File: config.mk
export PLATFORM = sky130hd
export DESIGN_NAME = offset_estimator_flat
export DESIGN_NICKNAME = d
export VERILOG_FILES = /design/src/rtl/offset_estimator_if.sv /design/src/rtl/offset_estimator.sv /design/src/flat_wrapper.sv
export SDC_FILE = /design/constraint.sdc
export NUM_CORES = 2
export LEC_CHECK = 0
export ABC_CLOCK_PERIOD_IN_PS = 4500
export BUFFER_PORTS_ARGS = -buffer_cell sky130_fd_sc_hd__buf_2
export CORE_ASPECT_RATIO = 0.9
export CORE_MARGIN = 1
export CORE_UTILIZATION = 45
export DETAILED_ROUTE_END_ITERATION = 12
export GPL_ROUTABILITY_DRIVEN = 0
export GPL_TIMING_DRIVEN = 0
export PLACE_DENSITY = 0.6
export SLEW_MARGIN = 20
export SYNTH_ARGS = -nofsm -noshare
export SYNTH_HDL_FRONTEND = slang
export SYNTH_SLANG_ARGS = --single-unit
export TNS_END_PERCENT = 30
File: constraint.sdc
create_clock -name clk -period 4.5 [get_ports clk]
set_input_delay 0.45 -clock clk [delete_from_list [all_inputs] [get_ports clk]]
set_output_delay 0.45 -clock clk [all_outputs]
set_load 0.01 [all_outputs]
File: src/rtl/offset_estimator_if.sv
// offset_estimator_if: control, sample stream and offset result bundle for offset_estimator
interface offset_estimator_if #(parameter int N = 384, parameter int W = 16);
    logic                start;
    logic                in_valid;
    logic signed [W-1:0] in_data;
    logic                in_ready;
    logic                busy;
    logic                done;
    logic [N-1:0]        out;
    modport master(output start, in_valid, in_data, input in_ready, busy, done, out);
    modport slave(input start, in_valid, in_data, output in_ready, busy, done, out);
endinterface

File: src/rtl/offset_estimator.sv
// offset_estimator: averages 2^LOG2F interleaved frames of NCH signed channels into rounded per-channel offsets
module offset_estimator #(
    parameter int N     = 384,
    parameter int NCH   = 24,
    parameter int W     = 16,
    parameter int LOG2F = 4
) (
    input logic clk,
    input logic rst_n,
    offset_estimator_if.slave bus
);
    localparam int AW = W + LOG2F;
    localparam int CW = NCH > 1 ? $clog2(NCH) : 1;
    localparam logic signed [AW-1:0] HALF = AW'(1 << (LOG2F - 1));
    typedef enum logic [1:0] {IDLE, ACCUM, UPDATE, DONE} state_t;
    state_t state, state_nx;
    logic [CW-1:0] ch;
    logic [LOG2F-1:0] fr;
    logic signed [AW-1:0] acc [NCH];
    logic [N-1:0] off;
    logic acc_en, wrap, last;
    assign acc_en = bus.in_valid && state == ACCUM;
    assign wrap = ch == CW'(NCH - 1);
    assign last = wrap && fr == {LOG2F{1'b1}};
    assign bus.in_ready = state == ACCUM;
    assign bus.busy = state != IDLE;
    assign bus.done = state == DONE;
    assign bus.out = off;
    always_comb begin
        state_nx = state;
        state_nx = state == IDLE   ? (bus.start ? ACCUM : IDLE) :
                   state == ACCUM  ? (acc_en && last ? UPDATE : ACCUM) :
                   state == UPDATE ? DONE : IDLE;
    end
    always_ff @(posedge clk or negedge rst_n) begin
        if (!rst_n)
            state <= IDLE;
        else
            state <= state_nx;
    end
    always_ff @(posedge clk or negedge rst_n) begin
        if (!rst_n) begin
            ch <= '0;
            fr <= '0;
            for (int i = 0; i < NCH; i++) acc[i] <= '0;
        end else if (state == IDLE && bus.start) begin
            ch <= '0;
            fr <= '0;
            for (int i = 0; i < NCH; i++) acc[i] <= '0;
        end else if (acc_en) begin
            acc[ch] <= acc[ch] + {{LOG2F{bus.in_data[W-1]}}, bus.in_data};
            ch <= wrap ? '0 : ch + CW'(1);
            fr <= fr + LOG2F'(wrap);
        end
    end
    // Accumulator width leaves headroom for the rounding bias, so no saturation is needed.
    always_ff @(posedge clk or negedge rst_n) begin
        if (!rst_n)
            off <= '0;
        else if (state == UPDATE)
            for (int i = 0; i < NCH; i++) off[i*W +: W] <= W'((acc[i] + HALF) >>> LOG2F);
    end
endmodule

File: src/flat_wrapper.sv
// flat-port wrapper written by rule: the top's interface ports become plain ports
module offset_estimator_flat 
#(
    parameter int N     = 384,
    parameter int NCH   = 24,
    parameter int W     = 16,
    parameter int LOG2F = 4
)
  (clk, rst_n, bus_start, bus_in_valid, bus_in_data, bus_in_ready, bus_busy, bus_done, bus_out);
  offset_estimator_if #(.N(N), .W(W)) bus_i ();
  input logic clk;
  input logic rst_n;
  input wire logic [$bits(bus_i.start)-1:0] bus_start;
  input wire logic [$bits(bus_i.in_valid)-1:0] bus_in_valid;
  input wire logic [$bits(bus_i.in_data)-1:0] bus_in_data;
  output wire logic [$bits(bus_i.in_ready)-1:0] bus_in_ready;
  output wire logic [$bits(bus_i.busy)-1:0] bus_busy;
  output wire logic [$bits(bus_i.done)-1:0] bus_done;
  output wire logic [$bits(bus_i.out)-1:0] bus_out;
  assign bus_i.start = bus_start;
  assign bus_i.in_valid = bus_in_valid;
  assign bus_i.in_data = bus_in_data;
  assign bus_in_ready = bus_i.in_ready;
  assign bus_busy = bus_i.busy;
  assign bus_done = bus_i.done;
  assign bus_out = bus_i.out;
  offset_estimator #(.N(N), .NCH(NCH), .W(W), .LOG2F(LOG2F)) u_core (.clk(clk), .rst_n(rst_n), .bus(bus_i));
endmodule
### Yosys cells after proc, flatten, opt, wreduce, memory -nomap -nowiden

Index checks and enable logic that the tools add are counted.

| storage, ports and cells | value |
|---|---|
| register bits | 875 |
| input port bits | 20 |
| output and inout bits | 387 |

| cells by class | value |
|---|---|
| add/sub/neg operators | 27 |
| $lt $le $gt $ge | 2 |
| eq/ne operators | 5 |
| mux-type cells | 18 |
| bitwise operators | 1 |
| reductions and logical operators | 8 |

Operators by type and width:

| operator | number |
|---|---|
| two-way mux 480 bit | 2 |
| adder 20 x 5 -> 20 bit (second input constant) | 24 |
| bitwise mux 480 bit | 1 |
| binary-select mux 20 bit (select 5 bit) | 1 |
| demux 20 bit (select 5 bit) | 1 |
| two-way mux 20 bit | 3 |
| adder 20 bit | 1 |
| two-way mux 5 bit | 3 |
| two-way mux 2 bit | 4 |
| two-way mux 4 bit | 2 |
| >= comparator 6 bit (second input constant) | 1 |
| less-than comparator 6 x 1 -> 1 bit (second input constant) | 1 |
| NOT 5 -> 6 bit | 1 |
| adder 5 x 1 -> 5 bit (second input constant) | 1 |
| equality test 5 bit (second input constant) | 1 |
| logical AND 1 bit | 5 |
| adder 4 x 1 -> 4 bit | 1 |
| equality test 2 bit (second input constant) | 2 |
| equality test 4 bit (second input constant) | 1 |
| nonzero test 2 bit | 2 |
| equality test 2 x 1 -> 1 bit (second input constant) | 1 |
| zero test 2 bit | 1 |
| two-way mux 1 bit | 1 |

### Longest topological paths before layout

| depth | value |
|---|---|
| depth after elaboration | 8 |
| gate-level depth with buffers | 17 |
| depth with buffers taken out | 13 |

### Worst setup path after synthesis

No wires, ideal clock.

| timing | value |
|---|---|
| path type | register -> register |
| start point | register u_core.ch[1] |
| end point | register u_core.acc[178] (netlist name) |
| arrival time | 3.905 ns |
| data required time | 4.369 ns |
| slack | 0.465 ns |
| cell stages (with the launch flop) | 18 |
| period minus slack after synthesis | 4.035 ns |
| cell sequence | dfrtp_1 > buf_6 > buf_6 > clkbuf_1 > buf_2 > mux4_2 > a22oi_1 > nand3_1 > ha_1 > fa_1 > a21oi_1 > o21ai_1 > a211oi_2 > o31ai_2 > or4_1 > nand3_2 > buf_2 > o21ai_0 |

| between the ends | value |
|---|---|
| cells in the longest elaborated chain, start to end | 8 |
| elaborated cells between the ends (all ways) | 13 |

Ends and longest elaborated chain:

| what | line | RTL |
|---|---|---|
| start, declared | offset_estimator.sv:17 | `logic [CW-1:0] ch;` |
| start signal, assigned | offset_estimator.sv:52 | `ch <= wrap ? '0 : ch + CW'(1);` |
| NOT 5 -> 6 bit (implied by the code) (*) | offset_estimator.sv:51 | `acc[ch] <= acc[ch] + {{LOG2F{bus.in_data[W-1]}}, bus.in_data};` |
| binary-select mux 20 bit (select 5 bit) (tied with other cells) | offset_estimator.sv:51 |  |
| two-way mux 20 bit (implied by the code) or logical AND 1 bit (tied branches) | offset_estimator.sv:51 |  |
| two-way mux 20 bit (implied by the code) | offset_estimator.sv:51 |  |
| adder 20 bit or demux 20 bit (select 5 bit) (tied branches) | offset_estimator.sv:51 |  |
| bitwise mux 480 bit (*) | offset_estimator.sv:51 |  |
| two-way mux 480 bit (*) | offset_estimator.sv:50 | `end else if (acc_en) begin` |
| two-way mux 480 bit (*) | offset_estimator.sv:46 | `end else if (state == IDLE && bus.start) begin` |
| end signal, assigned by index | offset_estimator.sv:51 |  |
| end, declared | offset_estimator.sv:19 | `logic signed [AW-1:0] acc [NCH];` |

Every way passes the cells marked *; elsewhere a longest branch is shown, timed or not. The select of a mux whose other input is x is not followed.
A chain may end at the register's enable or synchronous reset.

### Worst setup path in the final report

| timing | value |
|---|---|
| start point | register u_core.ch[0] |
| end point | register u_core.acc[78] (netlist name) |

The elaborated chain is that of the path after synthesis.

==> results.tsv <==
metric	value	unit
status	complete, no violations	
firstDrtPassIters	5	
initial_core_util	0.4562	
required	5030	ps
min_period	4422	ps
final_cell_mix	873 x dfrtp_1, 750 x o21ai_0, 589 x nand3_1, 557 x nand2_1, 423 x buf_2	
antenna_found_initial	8	
p_clk_frac	0.284	
fin_crit_sh	0.9827	
grt_pass1_wl	224900	um
crit_path_start_kind	flip-flop	
fillers	8574	
die_h	293.9	um
drt_iter0_drc	4017	
dieArea	95880	sq um
ios	407	
synth_top_family_by_area	simple AND/OR/NAND/NOR gates	
async_flop_share	1.000	
rows	106	
tns	0	ps
area_delta_synth_final	18.29	%
cpPeakStageDelay	480	ps
cts_tree	yes	
cts-root-buf	clkbuf_16	
maxCapViolCount	0	
cts_buffers	94	
design_area	50380	sq um
portBuffers	406	
p_seq_frac	0.350	
slowest_stage	or4_1	
leakage	0.02239	uW
grt_max_degree	127	
post-dp-hpwl	114900	um
path_max_fanout	10	
arrival	4950	ps
worstSetupPathType	reg -> reg	
final_common_cell	dfrtp_1	
synth_ff_type	dfrtp_1	
viasPerCell	5.907	
cts_max_path_buffers	3	
final_antenna_net_count	0	
relSlewSlack	0.2350	
rr_startpoint	u_core.ch[0]	
worst_pin_slew	1148	ps
switching_power	12310	uW
yosys.area_share.adder	0.01486	
track_usage	0.3142	
dpl_cell_area	46410	sq um
synth-xor-area-share	0.07747	
final.setup_skew	31.50	ps
hold_slack	181.2	ps
hold_viol	0	
path_clk_slew	70	ps
insertion_delay	690	ps
cts_max_level	3	
p_per_area	582.7	nW/um^2
layout.nets	4949	
critPathCaptureType	flip-flop	
fmax	226.1	MHz
critical_path.startpoint	u_core.ch[0]	
power_frac_comb	0.366	
synthMuxAreaShare	0.07186	
ys_seq_area_frac	0.5141	
wl	152600	um
rsz0062_at_grt	no	
postSynthCellCount	4347	
syn-cell-area	42590	sq um
grt_pass1_vias	34620	
maxSlewViolCount	0	
syn_nets	4417	
syn_avg_cell_area	9.798	sq um
numClockSinks	875	
switching_share	0.4192	
cp_cell_sequence	buf_8 > buf_6 > buf_4 > mux4_2 > a22oi_1 > nand3_1 > ha_1 > a21oi_1 > o21ai_1 > a211oi_2 > buf_4 > o31ai_4 > or4_1 > nand3_4 > buf_6 > o21ai_0	
p_int	17050	uW
die_x	326.3	um
yosys.area_share.simple	0.1652	
ys.warnings.count	0	
fp.coreArea	93370	sq um
drive_gt1_frac	0.1785	
synth-compound-area-share	0.1217	
hp-class	in -> reg	
wl_per_cell	24.60	um
peakVddDrop	0.6851	mV
grt_remaining_overflow	0	
ys_ff_latch	875	
drc	0	
setup_viol	0	
route.vias.total	36640	
synth.distinct_cells	63	
hp-start	bus_in_valid	
synth_edf_count	0	
final cells by class:
class / instances / area, sq um / share of cell area
Sequential cell: 875 / 21900 / 0.4347
Multi-Input combinational cell: 3100 / 19400 / 0.3852
Clock buffer: 131 / 2773 / 0.05503
Timing Repair Buffer: 438 / 2450 / 0.04863
Buffer: 333 / 1597 / 0.03169
Tap cell: 1242 / 1554 / 0.03084
Clock inverter: 44 / 558.0 / 0.01108
Inverter: 37 / 138.9 / 0.002757
Antenna cell: 3 / 7.507 / 0.0001490
critical path, delay by kind of cell, from the launching register on:
| kind | cells | cell delay [ps] |
|---|---|---|
| buf+inv | 5 | 1070 |
| mux | 1 | 380 |
| compound gates | 6 | 1160 |
| fa+ha+maj | 1 | 380 |
| flops | 1 | 410 |
| simple gates | 3 | 860 |
power groups by stage:
| stage | sequential (uW) | combinational (uW) | clock [uW] |
|---|---|---|---|
| floorplan | 9640 | 5250 | 0 |
| global placement | 10300 | 9240 | 0 |
| detailed placement | 10300 | 9330 | 0 |
| CTS | 10200 | 10300 | 8400 |
| global route | 10300 | 11100 | 8720 |
| finish | 10300 | 10800 | 8330 |
registers in the layout (all words and copies together), names as in the netlist:
signal and flops:
u_core.fr 4, u_core.acc 480, u_core.state 2, u_core.bus.out 384, u_core.ch 5
cell families (layout without fill, tap and decap cells):
| kind of cell | after synthesis | in the layout |
|---|---|---|
| other | 0 | 3 |
| xor gates and xnor gates | 375 | 375 |
| adders and majority gates | 50 | 50 |
| DFF | 875 | 875 |
| AOI/OAI and AO/OA | 962 | 962 |
| muxes | 160 | 160 |
| buffers and inverters | 372 | 983 |
| and+or+nand+nor | 1553 | 1553 |
synthesized netlist by cell type (14+ instances only):
| master | number | area, sq um |
|---|---|---|
| xnor2_1 | 170 | 1489 |
| dfrtp_1 | 875 | 21900 |
| nand2_1 | 557 | 2091 |
| nand3_1 | 590 | 2953 |
| o21ai_1 | 34 | 170.2 |
| mux4_2 | 114 | 2567 |
| inv_1 | 35 | 131.4 |
| buf_1 | 25 | 93.84 |
| xor2_1 | 203 | 1778 |
| nor2_1 | 234 | 878.3 |
| mux2_2 | 26 | 292.8 |
| a21oi_1 | 58 | 290.3 |
| nor3_1 | 14 | 70.07 |
| ha_1 | 49 | 613.1 |
| clkbuf_1 | 264 | 991.0 |
| and3_1 | 47 | 294.0 |
| or3_1 | 14 | 87.58 |
| and4_1 | 16 | 140.1 |
| buf_2 | 37 | 185.2 |
| nand4_1 | 47 | 294.0 |
| o21ai_2 | 20 | 175.2 |
| a22oi_1 | 57 | 427.9 |
| mux2i_1 | 20 | 200.2 |
| o21ai_0 | 751 | 3759 |
per-stage QoR:
step	worst slack [ps]	util	cells	total power [uW]
2_1_floorplan	464.6	-	4347	14900
3_3_place_gp	-16250	0.4946	5995	19550
3_5_place_dp	-1766	0.4971	6003	19670
4_1_cts	2.851	0.5384	6192	28930
5_1_grt	3.729	0.5396	6202	30180
6_report	78.03	0.5396	6203	29360
what timing repair did:
action / CTS / global route
buffers inserted: 14 / 9
pin swaps: 7 / 0
gates resized for setup: 121 / 30
hold endpoints to repair: 50 / 0
hold buffers: 1 / 0
setup endpoints to repair: 438 / 342
final timing paths:
| path | to | slack (ps) | depth (start not counted) |
|---|---|---|---|
| worst max-delay path | u_core.acc[78] | 80 | 16 |
| worst min-delay path | u_core.ch[0] | 180 | 4 |
| worst max register to register | u_core.acc[78] | 80 | 16 |
| worst min register to register | u_core.bus.out[30] | 470 | 2 |
| max in group asynchronous | u_core.bus.out[125] | 2540 | 5 |
| min in group asynchronous | u_core.bus.out[332] | 260 | 2 |
routing by layer:
| metal | GRT usage | share of wire |
|---|---|---|
| met2 | 0.4768 | 0.45 |
| met4 | 0.1089 | 0.037 |
| met3 | 0.07327 | 0.10 |
| met1 | 0.4417 | 0.42 |
| met5 | 0 | 0.00022 |
Power figures use the tool's default switching activity.
